`src/rtl/cpu_decode_pkg.sv`:
```
// cpu_decode_pkg: shared decode constants (op codes, form codes, imm32-op list, boot address) and types
package cpu_decode_pkg;
  localparam logic [31:0] BOOT_ADDRESS = 32'h0000_1000;
  localparam logic [1:0] FORM1 = 2'd0;
  localparam logic [1:0] FORM2 = 2'd2;
  localparam logic [1:0] FORM3 = 2'd3;
  localparam logic [5:0] OP_LDI  = 6'h01;
  localparam logic [5:0] OP_JSRA = 6'h03;
  localparam logic [5:0] OP_ADD  = 6'h05;
  localparam logic [5:0] OP_LDA  = 6'h08;
  localparam logic [5:0] OP_STA  = 6'h09;
  localparam logic [5:0] OP_LDO  = 6'h0C;
  localparam logic [5:0] OP_STO  = 6'h0D;
  localparam logic [5:0] OP_NOP  = 6'h0F;
  localparam logic [5:0] OP_TRAP = 6'h3F;
  localparam logic [7:0] F1_MAX  = 8'h35;
  localparam logic [3:0] F3_MAX  = 4'd9;
  typedef enum logic [1:0] {ST_EMPTY, ST_FULL, ST_SKID} state_t;
  typedef struct packed {
    logic [5:0] op;
    logic [1:0] form;
    logic       uses_imm32;
    logic       illegal;
  } rom_t;
  function automatic logic is_imm32(input logic [7:0] c);
    return c inside {8'h01, 8'h03, 8'h08, 8'h09, 8'h0C, 8'h0D};
  endfunction
endpackage

```
`src/rtl/cpu_decode_rom.sv`:
```
// cpu_decode_rom: combinational opcode[15:8] -> {op, form, uses_imm32, illegal} lookup
//   opc_hi  in  8  upper byte of the raw instruction halfword
//   dec     out    decoded classification (rom_t)
//   CPU_DECODE_ILLEGAL_TRAP_EN: undefined codes become OP_TRAP with illegal set, else OP_NOP
module cpu_decode_rom
  import cpu_decode_pkg::*;
(
  input  logic [7:0] opc_hi,
  output rom_t       dec
);
  logic [5:0] raw;
  logic       undef;
  assign raw = !opc_hi[7] ? opc_hi[5:0] :
               !opc_hi[6] ? {4'b0, opc_hi[5:4]} : {2'b0, opc_hi[5:2]};
  // form2 uses all four codes; form3 defines codes 0..9 only
  assign undef = !opc_hi[7] ? (opc_hi == 8'h00 || opc_hi > F1_MAX) :
                 (opc_hi[6] && opc_hi[5:2] > F3_MAX);
  assign dec.form = opc_hi[7] ? opc_hi[7:6] : FORM1;
  assign dec.uses_imm32 = !opc_hi[7] && is_imm32(opc_hi);
`ifdef CPU_DECODE_ILLEGAL_TRAP_EN
  assign dec.op = undef ? OP_TRAP : raw;
  assign dec.illegal = undef;
`else
  assign dec.op = undef ? OP_NOP : raw;
  assign dec.illegal = 1'b0;
`endif
endmodule

```
`src/rtl/cpu_decode.sv`:
```
// cpu_decode: instruction decode stage with registered output bundle and 1-entry skid buffer
//   clk_i, rst_i (sync, active-high); opcode_i[15:0], operand_i[IMM_W-1:0], valid_i from FIFO
//   stall_o to fetch (registered, high while skid holds an instruction); uses_imm32_o comb
//   stall_i, flush_i from execute; valid_o, op_o, form_o, ra_o, rb_o, imm_o, illegal_o to execute
//   Optional: CPU_DECODE_ILLEGAL_TRAP_EN turns undefined opcodes into OP_TRAP with illegal_o=1
module cpu_decode
  import cpu_decode_pkg::*;
#(
  parameter int IMM_W = 32,
  parameter int OPC_W = 6
) (
  input  logic             clk_i,
  input  logic             rst_i,
  input  logic [15:0]      opcode_i,
  input  logic [IMM_W-1:0] operand_i,
  input  logic             valid_i,
  output logic             stall_o,
  output logic             uses_imm32_o,
  input  logic             stall_i,
  input  logic             flush_i,
  output logic             valid_o,
  output logic [OPC_W-1:0] op_o,
  output logic [1:0]       form_o,
  output logic [3:0]       ra_o,
  output logic [3:0]       rb_o,
  output logic [IMM_W-1:0] imm_o,
  output logic             illegal_o
);
  localparam int BW = OPC_W + 2 + 4 + 4 + IMM_W + 1;
  localparam logic [BW-1:0] RST_B = {OPC_W'(OP_NOP), {(BW - OPC_W){1'b0}}};
  rom_t             rom;
  logic             accept;
  logic [3:0]       ra;
  logic [3:0]       rb;
  logic [IMM_W-1:0] imm;
  logic [BW-1:0]    dec;
  logic [BW-1:0]    out_q;
  logic [BW-1:0]    out_d;
  logic [BW-1:0]    skid_q;
  logic [BW-1:0]    skid_d;
  state_t           state_q;
  state_t           state_d;
  cpu_decode_rom u_rom (
    .opc_hi(opcode_i[15:8]),
    .dec   (rom)
  );
  assign accept = valid_i & !stall_o;
  assign uses_imm32_o = accept & rom.uses_imm32;
  assign ra = rom.form == FORM1 ? opcode_i[7:4] : rom.form == FORM2 ? opcode_i[11:8] : 4'd0;
  assign rb = rom.form == FORM1 ? opcode_i[3:0] : 4'd0;
  // form3 immediate is a halfword offset: sign-extend then scale by 2
  assign imm = rom.form == FORM2 ? IMM_W'(opcode_i[7:0]) :
               rom.form == FORM3 ? IMM_W'($signed({opcode_i[9:0], 1'b0})) :
               rom.uses_imm32 ? operand_i : '0;
  assign dec = {OPC_W'(rom.op), rom.form, ra, rb, imm, rom.illegal};
  assign {op_o, form_o, ra_o, rb_o, imm_o, illegal_o} = out_q;
  assign valid_o = state_q != ST_EMPTY;
  assign stall_o = state_q == ST_SKID;
  always_comb begin
    state_d = state_q;
    out_d = out_q;
    skid_d = skid_q;
    if (flush_i) begin
      state_d = ST_EMPTY;
      skid_d = RST_B;
    end else begin
      case (state_q)
        ST_EMPTY: begin
          state_d = accept ? ST_FULL : ST_EMPTY;
          out_d = accept ? dec : out_q;
        end
        ST_FULL: begin
          if (!stall_i) begin
            state_d = accept ? ST_FULL : ST_EMPTY;
            out_d = accept ? dec : out_q;
          end else if (accept) begin
            state_d = ST_SKID;
            skid_d = dec;
          end
        end
        ST_SKID: begin
          state_d = stall_i ? ST_SKID : ST_FULL;
          out_d = stall_i ? out_q : skid_q;
        end
        default: state_d = ST_EMPTY;
      endcase
    end
  end
  always_ff @(posedge clk_i) begin
    if (rst_i) begin
      state_q <= ST_EMPTY;
      out_q <= RST_B;
      skid_q <= RST_B;
    end else begin
      state_q <= state_d;
      out_q <= out_d;
      skid_q <= skid_d;
    end
  end
endmodule

```
`config.mk`:
```
export PLATFORM = sky130hd
export DESIGN_NAME = cpu_decode
export DESIGN_NICKNAME = d
export VERILOG_FILES = /design/src/rtl/cpu_decode_pkg.sv /design/src/rtl/cpu_decode_rom.sv /design/src/rtl/cpu_decode.sv
export SDC_FILE = /design/constraint.sdc
export NUM_CORES = 1
export LEC_CHECK = 0
export CAP_MARGIN = 20
export CORE_ASPECT_RATIO = 1.25
export CORE_MARGIN = 2
export CORE_UTILIZATION = 40
export DETAILED_ROUTE_END_ITERATION = 10
export PLACE_DENSITY = 0.66
export SLEW_MARGIN = 10
export SYNTH_ARGS = -nofsm -noshare
export SYNTH_HDL_FRONTEND = slang
export SYNTH_SLANG_ARGS = --single-unit
export TNS_END_PERCENT = 5
```
`constraint.sdc`:
```
create_clock -name clk_i -period 4.6 [get_ports clk_i]
set_clock_uncertainty 0.05 [all_clocks]
set_input_delay 1.38 -clock clk_i [delete_from_list [all_inputs] [get_ports clk_i]]
set_output_delay 1.38 -clock clk_i [all_outputs]
set_load 0.005 [all_outputs]
```
==> results.toml, run 1 <==
[detailed_routing]
route.antenna.remaining_nets = 0
drt_iter0_drc = 236
vias = 4398
wl_mm = 12.5
drc = 0
routed_via_density = 5.62
routedWlPerCell_um = 16.0
first_pass_iters = 4

[worst_setup_path]
rrSetupSlack_ns = 2.47
worstPathArrival_ns = 3.08
path_class = "input pin to output pin"
cp.required_ns = 3.17
cp_common_cell = "clkdlybuf4s50_1"
critPathLaunch = "opcode_i[13]"
path_max_fanout = 2
crit_path_end_kind = "output pin"
reg2reg_to = "skid_q[22]$_SDFFE_PP0P_"
crit_path_start_kind = "input pin"
path_cells = "clkdlybuf4s50_1 > nor2_1 > o211a_2 > and3_1 > clkdlybuf4s50_1"
r2r_cells = 4
r2r_start = "state_q[1]$_SDFFE_PP0P_"
critPathSlowestCell = "clkdlybuf4s50_1"
slowest_delay_ns = 0.52

[synth]
avgSynthCellArea_sq_um = 7.88
ys.flop_type = "dfxtp_1"
yosysSeqAreaShare_pct = 44.2
async_flop_share_pct = 0
synth.cells.most_frequent = "dfxtp_1, nor2_1, a21oi_1"
synthTopCellsByArea = "dfxtp_1, a21oi_1, nor2_1"
synth-edff-count = 0
yosys_register_bits = 98
yosysUniqueCellTypes = 42
synth_top_area_cell = "dfxtp_1"
syn-cell-area_sq_um = 4440
synth.top_cell.area_share_pct = 44.2
synth_most_common_cell = "dfxtp_1"
yosysWarnings = 0
syn_nets = 617
synth_cells = 564

[sta]
rsz0062_at_grt = "no"
final-hold-violation-count = 0
worst_slack_ns = 0.0870
setup_tns_ns = 0
setup_viol = 0
slew_headroom_pct = 34.9
drv_slew = 0
max_freq_mhz = 222
layout_min_cycle_time_ns = 4.51
finalCritPeriodShare_pct = 98.1
worst_slew_pin_slew_ns = 0.974

[outcome]
status = "finished clean"

[cts]
cts-hold-fix-buffers = 0
clk_latency_ns = 0.34
clock_sinks = 98
clockRootBuffer = "clkbuf_16"
cts_max_level = 3
cts_tree = "yes"
cts_setup_buffers = 0
cts_buffers = 9
clk_pin_slew_ns = 0.06
post_cts_resized = 0
ctsLongestPathBuffers = 2

[layout]
nets = 696
fin_area_sq_um = 5870
regArea_sq_um = 1960
synthToLayoutAreaGrowth_pct = 32.2
fillerInstances = 1086
antenna_cells = 0
multi_input_area_sq_um = 2210
final_layout_size_suffix_gt1_share_pct = 7.10
fin_util_pct = 53.5

[grt]
grt_pass1_wl_mm = 20.3
grt_start_max_net_pins = 54
grt.total_usage_pct = 20.9
grt_overflow = 0
antenna_found_initial = 0
grt_pass1_vias = 4185

[floorplanning]
boundaryPins = 105
placementRows = 43
dieArea_sq_um = 12000
start_util_pct = 40.5
core-area_sq_um = 11000
die_h_um = 122
die-width_um = 98.3

[min_path]
min_to = "out_q[37]$_SDFFE_PP0P_"
hold_class = "register to register"
min_delay_path_depth = 2
hold_path_startpoint = "out_q[37]$_SDFFE_PP0P_"

[pwr]
irDropWorstVdd_v = 0.000227
p_per_area_nw_per_um2 = 339
leakagePower_nw = 2.15

[placed_design]
place_congestion = 0.841
pre_cts_ws_ns = 0.109
place_area_sq_um = 5540
hpwl_mm = 8.49
port_buffers = 103

[flow_run]
maxCapViolCount = 0
worst max-delay path by stage:
stage / end / depth (start not counted)
after floorplan: uses_imm32_o / 6
after global placement: uses_imm32_o / 5
after detailed placement: uses_imm32_o / 5
after CTS: uses_imm32_o / 5
after global routing: uses_imm32_o / 5
final: uses_imm32_o / 5
worst max-delay path: cells and delay by family:
kind            cells  cell delay (ns)
buf+inv             2             0.95
simple gates        2             0.45
compound gates      1             0.29
power breakdown:
group	switching, W	internal, W
logic	0.000137	0.000141
clock network	0.000314	0.000507
registers	0.0000153	0.000878
state kept, by name, indices dropped and copies added (netlist names):
| signal | flops |
|---|---|
| state_q | 2 |
| out_q | 48 |
| skid_q | 48 |
routing by layer:
metal / GRT usage [%] / up-vias / part of all wire (%)
met5: 0 / - / 0
met4: 6.51 / 0 / 1.8
met3: 4.13 / 18 / 6.6
met2: 36.7 / 161 / 49
met1: 25.8 / 2053 / 43
li1: - / 2166 / -
per-stage QoR:
step	hold slack [ns]	cells	total power [W]
after floorplan	0.375	564	0.00105
after global placement	0.383	767	0.00119
after detailed placement	0.392	767	0.00119
after CTS	0.402	783	0.00201
after global routing	0.425	783	0.00207
final	0.403	783	0.00199
area by class of cell:
| cell class | instances | share of cell area, % |
|---|---|---|
| multi-input cells | 407 | 37.7 |
| flip-flops and latches | 98 | 33.4 |
| repair buffers | 123 | 20.1 |
| clock buffers | 12 | 4.37 |
| well taps | 135 | 2.88 |
| clock inverters | 4 | 1.26 |
| inverters | 4 | 0.256 |
placed cells by master (no fill, tap or decap), types with 5 or more instances in the layout:
cell type / count
a211oi_1: 32
nand3_1: 38
dfxtp_1: 98
o211ai_1: 5
o21ai_0: 44
a22oi_1: 6
o2bb2ai_1: 7
nor2_1: 74
clkdlybuf4s50_1: 103
and3_1: 5
a21oi_1: 65
nor3_1: 15
o31ai_1: 11
buf_4: 20
clkbuf_16: 9
mux2i_1: 10
nand2_1: 55
cell families after synthesis:
| kind of cell | Yosys count | share of synthesized area [%] |
|---|---|---|
| compound gates | 188 | 26.4 |
| buf+inv | 59 | 6.39 |
| flops | 98 | 44.2 |
| mux | 10 | 2.25 |
| other cells | 1 | 0.0844 |
| simple gates | 208 | 20.7 |
(Power assumes the default switching activity.)
==> inputs of run 2 (changes only) <==
Settings changed: REMOVE_ABC_BUFFERS from default to 1.
==> results.toml, run 2 (synthesis gave the netlist of run 1 again) <==
[worst_setup_path]
path_max_fanout = 2
crit_path_end_kind = "output pin"
worstPathArrival_ns = 2.97
cp.required_ns = 3.17
crit_path_start_kind = "input pin"
path_class = "input pin to output pin"

[detailed_routing]
wl_mm = 12.9
routedWlPerCell_um = 16.4
first_pass_iters = 5
drt_iter0_drc = 213
drc = 0
routed_via_density = 5.65
vias = 4426
route.antenna.remaining_nets = 0

[cts]
post_cts_resized = 0
cts_tree = "yes"
clock_sinks = 98
cts_setup_buffers = 0
cts_buffers = 9
cts_max_level = 3
ctsLongestPathBuffers = 2
cts-hold-fix-buffers = 0
clockRootBuffer = "clkbuf_16"
clk_pin_slew_ns = 0.07
clk_latency_ns = 0.34

[sta]
rsz0062_at_grt = "no"
drv_slew = 0
max_freq_mhz = 227
setup_tns_ns = 0
layout_min_cycle_time_ns = 4.40
slew_headroom_pct = 32.3
setup_viol = 0
final-hold-violation-count = 0
worst_slew_pin_slew_ns = 1.01
finalCritPeriodShare_pct = 95.7

[layout]
nets = 696
fillerInstances = 1047
final_common_cell = "clkdlybuf4s50_1"
multi_input_area_sq_um = 2210
regArea_sq_um = 1960
antenna_cells = 0
final_layout_size_suffix_gt1_share_pct = 6.94
fin_area_sq_um = 5870
layout_common_cells = "clkdlybuf4s50_1, dfxtp_1, nor2_1"
top_regs = "out_q (48), skid_q (48), state_q (2)"
synthToLayoutAreaGrowth_pct = 32.1

[floorplanning]
dieArea_sq_um = 12000
core-area_sq_um = 11000
die-width_um = 98.3
die_h_um = 122
boundaryPins = 105
placementRows = 43
start_util_pct = 40.5

[pwr]
leakagePower_nw = 2.15
p_comb_share_pct = 14.0
clkPwrFrac_pct = 41.2
p_int_w = 0.00151
irDropWorstVdd_v = 0.000207
seqPwrFrac_pct = 44.7
p_per_area_nw_per_um2 = 340
power_switching_w = 0.000486
swShare_pct = 24.3

[grt]
grt_pass1_vias = 4217
grt.total_usage_pct = 21.7
grt_pass1_wl_mm = 21.1
grt_start_max_net_pins = 56
grt_overflow = 0
antenna_found_initial = 0

[placed_design]
port_buffers = 103
place_congestion = 0.830
place_area_sq_um = 5540
hpwl_mm = 8.48

[min_path]
hold_class = "register to register"

[outcome]
status = "finished clean"

[flow_run]
maxCapViolCount = 0
run 2: area by class of cell:
| cell class | count | area share [%] |
|---|---|---|
| Tap cell | 135 | 2.88 |
| Sequential cell | 98 | 33.4 |
| Timing Repair Buffer | 123 | 20.1 |
| Clock buffer | 10 | 4.07 |
| Multi-Input combinational cell | 407 | 37.7 |
| Inverter | 4 | 0.256 |
| Clock inverter | 6 | 1.54 |
run 2: stage by stage:
stage | instances | power, W | util [%] | hold slack (ns) | worst slack (ns)
6_report | 783 | 0.00200 | 53.5 | 0.404 | 0.200
5_1_grt | 783 | 0.00207 | 53.5 | 0.422 | 0.142
3_5_place_dp | 767 | 0.00119 | 50.5 | 0.393 | 0.203
3_3_place_gp | 767 | 0.00119 | 50.5 | 0.382 | 0.202
2_1_floorplan | 509 | 0.00102 | - | 0.375 | 0.464
4_1_cts | 783 | 0.00201 | 53.5 | 0.407 | 0.192
run 2: final timing paths:
check / start / endpoint / slack [ns] / cells after the start
setup reg to reg: state_q[1]$_SDFFE_PP0P_ / skid_q[19]$_SDFFE_PP0P_ / 2.26 / 4
hold reg to reg: out_q[37]$_SDFFE_PP0P_ / out_q[37]$_SDFFE_PP0P_ / 0.40 / 2
setup / recovery: opcode_i[15] / uses_imm32_o / 0.20 / 5
hold / removal: out_q[37]$_SDFFE_PP0P_ / out_q[37]$_SDFFE_PP0P_ / 0.40 / 2
run 2: critical path, stage by stage:
cell	delay, ns
clkdlybuf4s50_1	0.48
nor2_2	0.25
o211a_1	0.21
and3_1	0.16
clkdlybuf4s50_1	0.49
run 2: layer usage:
metal,GRT usage [%],up-vias,share of wire (%)
li1,-,2163,-
met1,26.6,2092,44
met2,37.9,149,49
met3,3.33,22,5.1
met4,9.50,0,2.6
met5,0,-,0
run 2: power groups by stage:
| stage | logic [W] | registers (W) | clock network [W] |
|---|---|---|---|
| 3_5_place_dp | 0.000279 | 0.000913 | 0 |
| 5_1_grt | 0.000306 | 0.000897 | 0.000868 |
| 6_report | 0.000281 | 0.000893 | 0.000823 |
| 3_3_place_gp | 0.000276 | 0.000912 | 0 |
| 2_1_floorplan | 0.000109 | 0.000913 | 0 |
| 4_1_cts | 0.000281 | 0.000893 | 0.000836 |
==> inputs of run 3 (changes only) <==
Settings changed: HOLD_SLACK_MARGIN from default to 0.05.
==> results of run 3 <==
Same layout as run 2: the final DEF is identical, and so are final timing and power.
